<file path="src/rtl/intr_ctrl_pkg.sv">
// ============================================================================
// intr_ctrl_pkg : register map, ID layout and shared defaults for intr_ctrl
// Revision      : 1.0 - initial release
// ============================================================================
`default_nettype none

package intr_ctrl_pkg;

  localparam int DEFAULT_NSRC = 4;

  localparam int unsigned OFF_RAW     = 32'h00;
  localparam int unsigned OFF_ENABLE  = 32'h04;
  localparam int unsigned OFF_PENDING = 32'h08;
  localparam int unsigned OFF_MODE    = 32'h0C;
  localparam int unsigned OFF_ID      = 32'h10;
  localparam int unsigned OFF_SWSET   = 32'h14;

  localparam int ID_VALID_BIT = 31;

  typedef enum logic [2:0] {
    REG_RAW,
    REG_ENABLE,
    REG_PENDING,
    REG_MODE,
    REG_ID,
    REG_SWSET,
    REG_NONE
  } reg_sel_e;

  // Expects a word-aligned byte offset (low two bits already cleared).
  function automatic reg_sel_e decode_offset(input logic [31:0] off);
    case (off)
      OFF_RAW:     return REG_RAW;
      OFF_ENABLE:  return REG_ENABLE;
      OFF_PENDING: return REG_PENDING;
      OFF_MODE:    return REG_MODE;
      OFF_ID:      return REG_ID;
      OFF_SWSET:   return REG_SWSET;
      default:     return REG_NONE;
    endcase
  endfunction

endpackage

`default_nettype wire

</file>
<file path="src/rtl/intr_sync_edge.sv">
// ============================================================================
// intr_sync_edge : per-source 2-flop synchroniser plus delay flop, producing
//                  the synchronised level and a one-cycle assert event
// Revision       : 1.0 - initial release
// ============================================================================
`default_nettype none

module intr_sync_edge
  import intr_ctrl_pkg::*;
#(
  parameter int NSRC = DEFAULT_NSRC
) (
  input  logic            clk,
  input  logic            reset,
  input  logic [NSRC-1:0] src_n,
  output logic [NSRC-1:0] level,
  output logic [NSRC-1:0] assert_ev
);

  logic [NSRC-1:0] s1;
  logic [NSRC-1:0] s2;
  logic [NSRC-1:0] s3;
  logic [1:0]      fill;

  always_ff @(posedge clk) begin
    if (reset) begin
      s1   <= '1;
      s2   <= '1;
      s3   <= '1;
      fill <= 2'd0;
    end else begin
      s1 <= src_n;
      s2 <= s1;
      s3 <= s2;
      if (fill != 2'd3) begin
        fill <= fill + 2'd1;
      end
    end
  end

  // Events are suppressed until s3 holds a real sample, so a source held low
  // across reset is not mistaken for a fresh falling edge.
  assign level     = ~s2;
  assign assert_ev = (fill == 2'd3) ? (s3 & ~s2) : '0;

endmodule

`default_nettype wire

</file>
<file path="src/rtl/intr_ctrl.sv">
// ============================================================================
// intr_ctrl : memory-mapped interrupt controller - latches, masks and
//             prioritises peripheral requests onto a single active-low nIRQ
// Revision  : 1.0 - initial release
// ============================================================================
`default_nettype none

module intr_ctrl
  import intr_ctrl_pkg::*;
#(
  parameter int NSRC   = DEFAULT_NSRC,
  parameter int ADDR_W = 12
) (
  input  logic              clk,
  input  logic              reset,
  input  logic              CS_N,
  input  logic              RD_N,
  input  logic              WR_N,
  input  logic [ADDR_W-1:0] Addr,
  input  logic [31:0]       DataIn,
  output logic [31:0]       DataOut,
  input  logic [NSRC-1:0]   IrqSrc_N,
  output logic              nIRQ
);

  logic [NSRC-1:0] level;
  logic [NSRC-1:0] assert_ev;
  logic [NSRC-1:0] enable;
  logic [NSRC-1:0] pending;
  logic [NSRC-1:0] mode;
  logic [NSRC-1:0] pending_next;
  logic [NSRC-1:0] active;
  logic [NSRC-1:0] wdata;
  logic [NSRC-1:0] w1c;
  logic [NSRC-1:0] swset;
  logic            wr_en;
  logic            rd_en;
  reg_sel_e        sel;
  logic            id_found;
  logic [4:0]      id_idx;
  logic [31:0]     id_word;
  logic            unused_bits;

  intr_sync_edge #(
    .NSRC (NSRC)
  ) u_sync (
    .clk       (clk),
    .reset     (reset),
    .src_n     (IrqSrc_N),
    .level     (level),
    .assert_ev (assert_ev)
  );

  assign wr_en = ~CS_N & ~WR_N;
  assign rd_en = ~CS_N & ~RD_N;
  assign sel   = decode_offset(32'({Addr[ADDR_W-1:2], 2'b00}));
  assign wdata = DataIn[NSRC-1:0];
  assign w1c   = (wr_en && sel == REG_PENDING) ? wdata : '0;
  assign swset = (wr_en && sel == REG_SWSET)   ? wdata : '0;

  assign unused_bits = ^{DataIn, Addr[1:0]};

  // Edge bits hold until cleared (set beats clear); level bits follow the pin.
  assign pending_next = (mode  & ((pending & ~w1c) | assert_ev | swset))
                      | (~mode & (level | swset));

  assign active = pending & enable;

  always_comb begin
    id_found = 1'b0;
    id_idx   = '0;
    for (int i = NSRC - 1; i >= 0; i--) begin
      if (active[i]) begin
        id_found = 1'b1;
        id_idx   = 5'(i);
      end
    end
  end

  always_comb begin
    id_word               = '0;
    id_word[ID_VALID_BIT] = id_found;
    id_word[4:0]          = id_idx;
  end

  always_comb begin
    DataOut = '0;
    if (rd_en) begin
      case (sel)
        REG_RAW:     DataOut = 32'(level);
        REG_ENABLE:  DataOut = 32'(enable);
        REG_PENDING: DataOut = 32'(pending);
        REG_MODE:    DataOut = 32'(mode);
        REG_ID:      DataOut = id_word;
        default:     DataOut = '0;
      endcase
    end
  end

  always_ff @(posedge clk) begin
    if (reset) begin
      enable  <= '0;
      pending <= '0;
      mode    <= '0;
      nIRQ    <= 1'b1;
    end else begin
      pending <= pending_next;
      nIRQ    <= ~|active;
      if (wr_en && sel == REG_ENABLE) begin
        enable <= wdata;
      end
      if (wr_en && sel == REG_MODE) begin
        mode <= wdata;
      end
    end
  end

endmodule

`default_nettype wire
</file>
<file path="config.mk">
export PLATFORM = sky130hd
export DESIGN_NAME = intr_ctrl
export DESIGN_NICKNAME = d
export VERILOG_FILES = /design/src/rtl/intr_ctrl_pkg.sv /design/src/rtl/intr_sync_edge.sv /design/src/rtl/intr_ctrl.sv
export SDC_FILE = /design/constraint.sdc
export NUM_CORES = 1
export LEC_CHECK = 0
export CORE_MARGIN = 8
export CORE_UTILIZATION = 34
export CTS_CLUSTER_DIAMETER = 100
export DETAILED_ROUTE_END_ITERATION = 12
export GPL_TIMING_DRIVEN = 0
export PLACE_DENSITY_LB_ADDON = 0.15
export SKIP_LAST_GASP = 1
export SYNTH_ARGS = -nofsm -noshare
export SYNTH_HDL_FRONTEND = slang
export SYNTH_SLANG_ARGS = --single-unit
</file>
<file path="constraint.sdc">
create_clock -name clk -period 2.5 [get_ports clk]
set_clock_uncertainty 0.1 [all_clocks]
set_input_delay 0.625 -clock clk [delete_from_list [all_inputs] [get_ports clk]]
set_output_delay 0.625 -clock clk [all_outputs]
set_load 0.1 [all_outputs]
</file>
==> results of run 1 <==
-- stage by stage --
step | TNS, ns | util, % | area [um^2]
after floorplan | -4.26 | - | 1630
after global placement | -10.66 | 44.8 | 1940
after detailed placement | -10.80 | 44.8 | 1940
after CTS | -2.67 | 47.0 | 2030
after global routing | -2.56 | 47.2 | 2040
final | -2.36 | 47.2 | 2040
-- flip-flops by register name, summed over array words and instances (netlist names) --
signal and cells:
u_sync.fill 2, u_sync.s2 4, pending 4, u_sync.s3 4, enable 4, u_sync.s1 4
mode 4, nIRQ 1
-- layout by cell type, fill, tap and decap left out, drive strengths merged, types with 5 or more instances in the layout --
master         instances
a21oi                  6
nor2                  13
clkbuf                 8
nand4                  5
clkdlybuf4s50         12
buf                   38
dfxtp                 27
mux2i                 12
conb                  27
or2                   13
-- worst min-delay path by stage --
stage | startpoint | endpoint | slack (ns) | cells past startpoint
global placement | u_sync.s1[2] | u_sync.s2[2] | 0.29 | 1
global route | u_sync.s1[2] | u_sync.s2[2] | 0.33 | 1
floorplan | u_sync.s1[0] | u_sync.s2[0] | 0.29 | 1
detailed placement | u_sync.s1[1] | u_sync.s2[1] | 0.30 | 1
finish | u_sync.s1[1] | u_sync.s2[1] | 0.31 | 1
CTS | u_sync.s1[3] | u_sync.s2[3] | 0.32 | 1
-- repair_timing --
item | CTS | global route
setup buffers | 1 | 0
resized for setup | 65 | 1
setup endpoints to repair | 6 | 5
pin swaps | 4 | 3
-- report_power, final --
part | total, mW | internal (mW) | leakage (nW) | switching (mW)
logic | 0.314 | 0.0832 | 0.680 | 0.231
registers | 0.455 | 0.447 | 0.221 | 0.00831
clock network | 0.233 | 0.114 | 0.0228 | 0.119
total | 1.00 | 0.644 | 0.924 | 0.359
-- routing by layer --
metal  global-route usage, %  vias to the layer above  share of wire, %
met4                    1.55                        0              0.29
met2                    16.8                       44                46
li1                        -                      603                 -
met5                       0                        -                 0
met1                    12.0                      535                42
met3                    2.49                        2                11
-- critical path: stages --
cell	delay (ns)
buf_6	0.09
or4_4	0.53
or4_4	0.58
nor3b_4	0.24
buf_12	0.20
-- area by class of cell --
cell class                      instances  area, um^2
Tap cell                               52        65.1
Clock buffer                            4        45.0
Sequential cell                        27         541
Buffer                                 33         226
Inverter                                4        15.0
Multi-Input combinational cell        118         856
Timing Repair Buffer                   25         293
Fill cell                             419        2280
-- cell families (layout without fill, tap and decap cells) --
family | count (synthesis) | in the layout | share of synthesized area (%)
adder cells (fa/ha/maj) | 1 | 1 | 0.829
AND/OR/NAND/NOR | 58 | 58 | 25.8
buffers and inverters | 37 | 66 | 16.0
flip-flops | 27 | 27 | 35.8
XOR/XNOR | 1 | 1 | 0.581
other | 1 | 27 | 0.249
multiplexers | 16 | 16 | 13.9
AO/OA/AOI/OAI | 15 | 15 | 6.80
==> results.sh, run 1 <==
export IMPL_period_needed_ns=3.00
export IMPL_path_max_fanout=5
export IMPL_core_mm2=0.00432
export IMPL_setup_viol=5
export IMPL_yosys_warnings=0
export IMPL_power_mw=1.00
export IMPL_wirelength_mm=3.50
export IMPL_fin_nets=266
export IMPL_startpoint="Addr[5]"
export IMPL_ys_seq_area_share_pct=35.8
export IMPL_cts_hold_buffers=0
export IMPL_cts_max_level=1
export IMPL_ys_top_cells_by_area="dfxtp_1 36%, buf_4 13%, mux2i_1 8.0%"
export IMPL_clk_latency_ns=0.26
export IMPL_vias=1184
export IMPL_drt_initial_drc_count=69
export IMPL_antenna_left=0
export IMPL_async_reset_ff_share_pct=0
export IMPL_final_cells=263
export IMPL_max_clock_freq_mhz=334
export IMPL_antenna_found_initial=0
export IMPL_regToRegEndpoint="pending[2]"
export IMPL_crit_path_end_kind="primary output"
export IMPL_remaining_drc_errors=0
export IMPL_yosys_area_top_type_share_pct=35.8
export IMPL_cts_sinks=27
export IMPL_num_rows=24
export IMPL_reg2reg_depth=5
export IMPL_maxCapViolCount=0
export IMPL_max_slew_margin_rel_pct=35.4
export IMPL_hp_class="reg -> reg"
export IMPL_synthDistinctLibCells=36
export IMPL_slew_viol_final=0
export IMPL_pre_cts_ws_ns=-1.81
export IMPL_finalHoldViolCount=0
export IMPL_via_per_inst=4.50
export IMPL_cellLeakagePower_nw=0.924
export IMPL_grt_max_degree=15
export IMPL_worstMarginPinSlew_ns=0.967
export IMPL_synth_edf_count=0
export IMPL_synth_avg_cell_area_um2=9.67
export IMPL_worst_hold_slack_ns=0.315
export IMPL_synth_seq_cells=27
export IMPL_numCtsBuffers=3
export IMPL_place_detailed_instances=258
export IMPL_grt_pass1_vias=1153
export IMPL_die_h_um=82.6
export IMPL_wl_per_cell_um=13.3
export IMPL_area_growth_pct=35.2
export IMPL_crit_required_ns=1.77
export IMPL_grt_overflow_total=0
export IMPL_grt_pass1_wl_mm=5.35
export IMPL_root_buffer="clkbuf_8"
export IMPL_fin_crit_sh_pct=120
export IMPL_gp_congestion=0.773
export IMPL_port_buffers=24
export IMPL_dr_pass1_iters=4
export IMPL_clk_pin_slew_ns=0.09
export IMPL_synth_top_cell_by_area="dfxtp_1"
export IMPL_rsz0062_at_grt="yes"
export IMPL_syn_area_mm2=0.00151
export IMPL_endpoint="DataOut[3]"
export IMPL_power_density_mw_per_mm2=491
export IMPL_path_class="in -> out"
export IMPL_io_pins=86
export IMPL_fp_dieW_um=82.6
export IMPL_critical_path_arrival_ns=2.27
export IMPL_irDropWorstVdd_mv=0.408
export IMPL_rrSetupSlack_ns=1.02
export IMPL_cts_buffer_depth=2
export IMPL_drive_above_1_share_pct=32.7
export IMPL_dieArea_mm2=0.00683
export IMPL_track_usage_pct=9.71
export IMPL_violations="setup timing"
export IMPL_cts_tree="yes"
export IMPL_synth_ff_type="dfxtp_1"
export IMPL_synthTopCellsByCount="27 x buf_4, 27 x dfxtp_1, 13 x nor2_1, 13 x or2_2, 12 x mux2i_1"
export IMPL_dp_hpwl_mm=2.78
export IMPL_status="complete, but fails checks"
export IMPL_r2r_start="u_sync.fill[0]"
export IMPL_antenna_cells=0
export IMPL_start_util_pct=34.9
export IMPL_critPathLaunchType="input port"
export IMPL_syn_inst=156
export IMPL_timing_final_ws_setup_ns=-0.496
Power figures use the tool's default switching activity.
==> run 2: changes to the inputs <==
- CORE_UTILIZATION: 34 -> 35
- PLACE_DENSITY: default -> 0.88
- PLACE_DENSITY_LB_ADDON: 0.15 -> default
- SETUP_SLACK_MARGIN: default -> 0.02
- SYNTH_HIERARCHICAL: default -> 1
==> run 2 against run 1 <==
The run still ends with setup timing left. Combinational power increased by 3%. Power increased by 2.1%. Flip-flop and latch count unchanged. Hold slack got worse by 0.0051 ns. Clock-buffer cell count unchanged. Critical endpoint unchanged.
==> results.sh, run 2 <==
export IMPL_status="complete, but fails checks"
export IMPL_violations="setup timing"
export IMPL_hp_class="reg -> reg"
export IMPL_dp_hpwl_mm=2.87
export IMPL_num_rows=24
export IMPL_yosysMostFrequentCell="buf_4"
export IMPL_fin_nets=291
export IMPL_synth_ff_type="dfxtp_1"
export IMPL_layout_common_cells="35 x buf_4, 27 x conb_1, 27 x dfxtp_1, 13 x nand2_1, 13 x mux2i_1"
export IMPL_io_pins=86
export IMPL_reg2reg_depth=4
export IMPL_wl_per_cell_um=13.3
export IMPL_period_needed_ns=3.12
export IMPL_cts_hold_buffers=0
export IMPL_maxCapViolCount=0
export IMPL_numCtsBuffers=3
export IMPL_synth_top_cell_by_area="dfxtp_1"
export IMPL_gp_congestion=0.864
export IMPL_async_reset_ff_share_pct=0
export IMPL_antenna_found_initial=0
export IMPL_synthTopCellsByCount="29 x buf_4, 27 x dfxtp_1, 13 x mux2i_1, 13 x nand2_1"
export IMPL_dr_pass1_iters=4
export IMPL_ys_seq_area_share_pct=34.7
export IMPL_yosys_warnings=6
export IMPL_track_usage_pct=10.6
export IMPL_rsz0062_at_grt="yes"
export IMPL_finalHoldViolCount=0
export IMPL_ys_top_cells_by_area="dfxtp_1 35%, buf_4 14%, mux2i_1 8.4%"
export IMPL_fp_dieW_um=82.7
export IMPL_clk_latency_ns=0.27
export IMPL_remaining_drc_errors=0
export IMPL_via_per_inst=4.70
export IMPL_cellLeakagePower_nw=0.995
export IMPL_timing_final_ws_setup_ns=-0.618
export IMPL_cp_num_buf_inv=2
export IMPL_worstMarginPinSlew_ns=0.971
export IMPL_antenna_cells=0
export IMPL_antenna_left=0
export IMPL_cts_tree="yes"
export IMPL_grt_pass1_wl_mm=5.81
export IMPL_grt_overflow_total=0
export IMPL_startpoint="Addr[7]"
export IMPL_drt_initial_drc_count=98
export IMPL_vias=1350
export IMPL_path_max_fanout=4
export IMPL_cts_max_level=1
export IMPL_worst_path_max_delay_cell="or4_4"
export IMPL_start_util_pct=36.0
export IMPL_fin_crit_sh_pct=125
export IMPL_root_buffer="clkbuf_8"
export IMPL_cpMostUsedCell="or4_4"
export IMPL_utilization_pct=51.7
export IMPL_worst_hold_slack_ns=0.310
export IMPL_setup_tns_ns=-2.90
export IMPL_power_density_mw_per_mm2=458
export IMPL_die_h_um=82.7
export IMPL_crit_path_end_kind="primary output"
export IMPL_cp_cell_sequence="clkdlybuf4s15_1, or4_4, or4_4, nand2b_4, o31ai_4, buf_12"
export IMPL_critical_path_top_delay_family="simple AND/OR/NAND/NOR gates"
export IMPL_path_class="in -> out"
export IMPL_area_growth_pct=43.7
export IMPL_regToRegEndpoint="pending[0]"
export IMPL_syn_area_mm2=0.00156
export IMPL_critPathLaunchType="input port"
export IMPL_critical_path_arrival_ns=2.39
export IMPL_cts_buffer_depth=2
export IMPL_r2r_start="u_sync/fill[0]"
export IMPL_cp_num_cells=6
export IMPL_wirelength_mm=3.82
export IMPL_dieArea_mm2=0.00684
export IMPL_syn_inst=170
export IMPL_max_stage_delay_ns=0.43
export IMPL_setup_viol=5
export IMPL_synth_seq_cells=27
export IMPL_max_slew_margin_rel_pct=35.0
export IMPL_synthDistinctLibCells=39
export IMPL_rrSetupSlack_ns=1.28
export IMPL_core_mm2=0.00432
export IMPL_max_clock_freq_mhz=321
export IMPL_endpoint="DataOut[3]"
export IMPL_cts_sinks=27
export IMPL_yosys_area_top_type_share_pct=34.7
export IMPL_grt_pass1_vias=1303
export IMPL_grt_max_degree=15
export IMPL_final_common_cell="buf_4"
export IMPL_slew_viol_final=0
export IMPL_drive_above_1_share_pct=30.6
export IMPL_irDropWorstVdd_mv=0.243
export IMPL_crit_required_ns=1.77
export IMPL_clk_pin_slew_ns=0.09
export IMPL_synth_edf_count=0
export IMPL_port_buffers=28
export IMPL_hp_start="u_sync/s1[2]"
export IMPL_synth_avg_cell_area_um2=9.16
[run 2: layer usage]
layer / global-route usage, % / wire length [um] / share of wire [%]
met1: 11.4 / 1500 / 39
met4: 4.48 / 77 / 2.0
met5: 0 / 0 / 0
met2: 19.2 / 1850 / 48
met3: 2.60 / 391 / 10
[run 2: repair_timing]
action | 4_1_cts | 5_1_grt
pin swaps | 8 | 5
setup endpoints to repair | 17 | 5
cloned | 0 | 0
resized for setup | 72 | 9
setup buffers | 6 | 2
[run 2: per-stage QoR]
step | cells | cell area (um^2) | power (mW) | setup WS (ns)
after floorplan | 196 | 1730 | 0.725 | -1.05
after global placement | 276 | 2080 | 0.778 | -2.01
after detailed placement | 276 | 2080 | 0.786 | -2.04
after CTS | 285 | 2220 | 1.02 | -0.716
after global routing | 287 | 2240 | 1.07 | -0.651
final | 287 | 2240 | 1.02 | -0.618
[run 2: power breakdown]
group	leakage [nW]	switching (mW)	internal [mW]
combinational	0.751	0.236	0.0882
clock	0.0228	0.128	0.114
sequential	0.221	0.0100	0.447
[run 2: worst min path at each step]
stage	to	slack (ns)	cells after the start
after floorplan	u_sync/s2[0]	0.28	1
after global placement	u_sync/s2[2]	0.29	1
after detailed placement	u_sync/s2[2]	0.29	1
after CTS	u_sync/s2[2]	0.31	1
after global routing	u_sync/s2[2]	0.33	1
final	u_sync/s2[2]	0.31	1
[run 2: logic make-up after synthesis]
| kind of cell | count (synthesis) | synth area share [%] |
|---|---|---|
| and+or+nand+nor | 60 | 22.6 |
| buffers and inverters | 37 | 16.6 |
| DFF | 27 | 34.7 |
| AOI/OAI and AO/OA | 25 | 11.7 |
| muxes | 17 | 12.0 |
| adders and majority gates | 2 | 1.61 |
| other | 1 | 0.241 |
| xor gates and xnor gates | 1 | 0.563 |
[run 2: layout make-up]
class	instances	area [um^2]
Fill cell	394	2090
Multi-Input combinational cell	132	955
Sequential cell	27	541
Timing Repair Buffer	36	375
Buffer	32	241
Tap cell	52	65.1
Clock buffer	4	45.0
Inverter	4	15.0
[run 2: worst reg2reg max path: stages, from the launching register on]
cell and delay, ns:
dfxtp_1 0.34, ha_1 0.24, and3_1 0.19, mux2i_1 0.14, a31oi_1 0.09
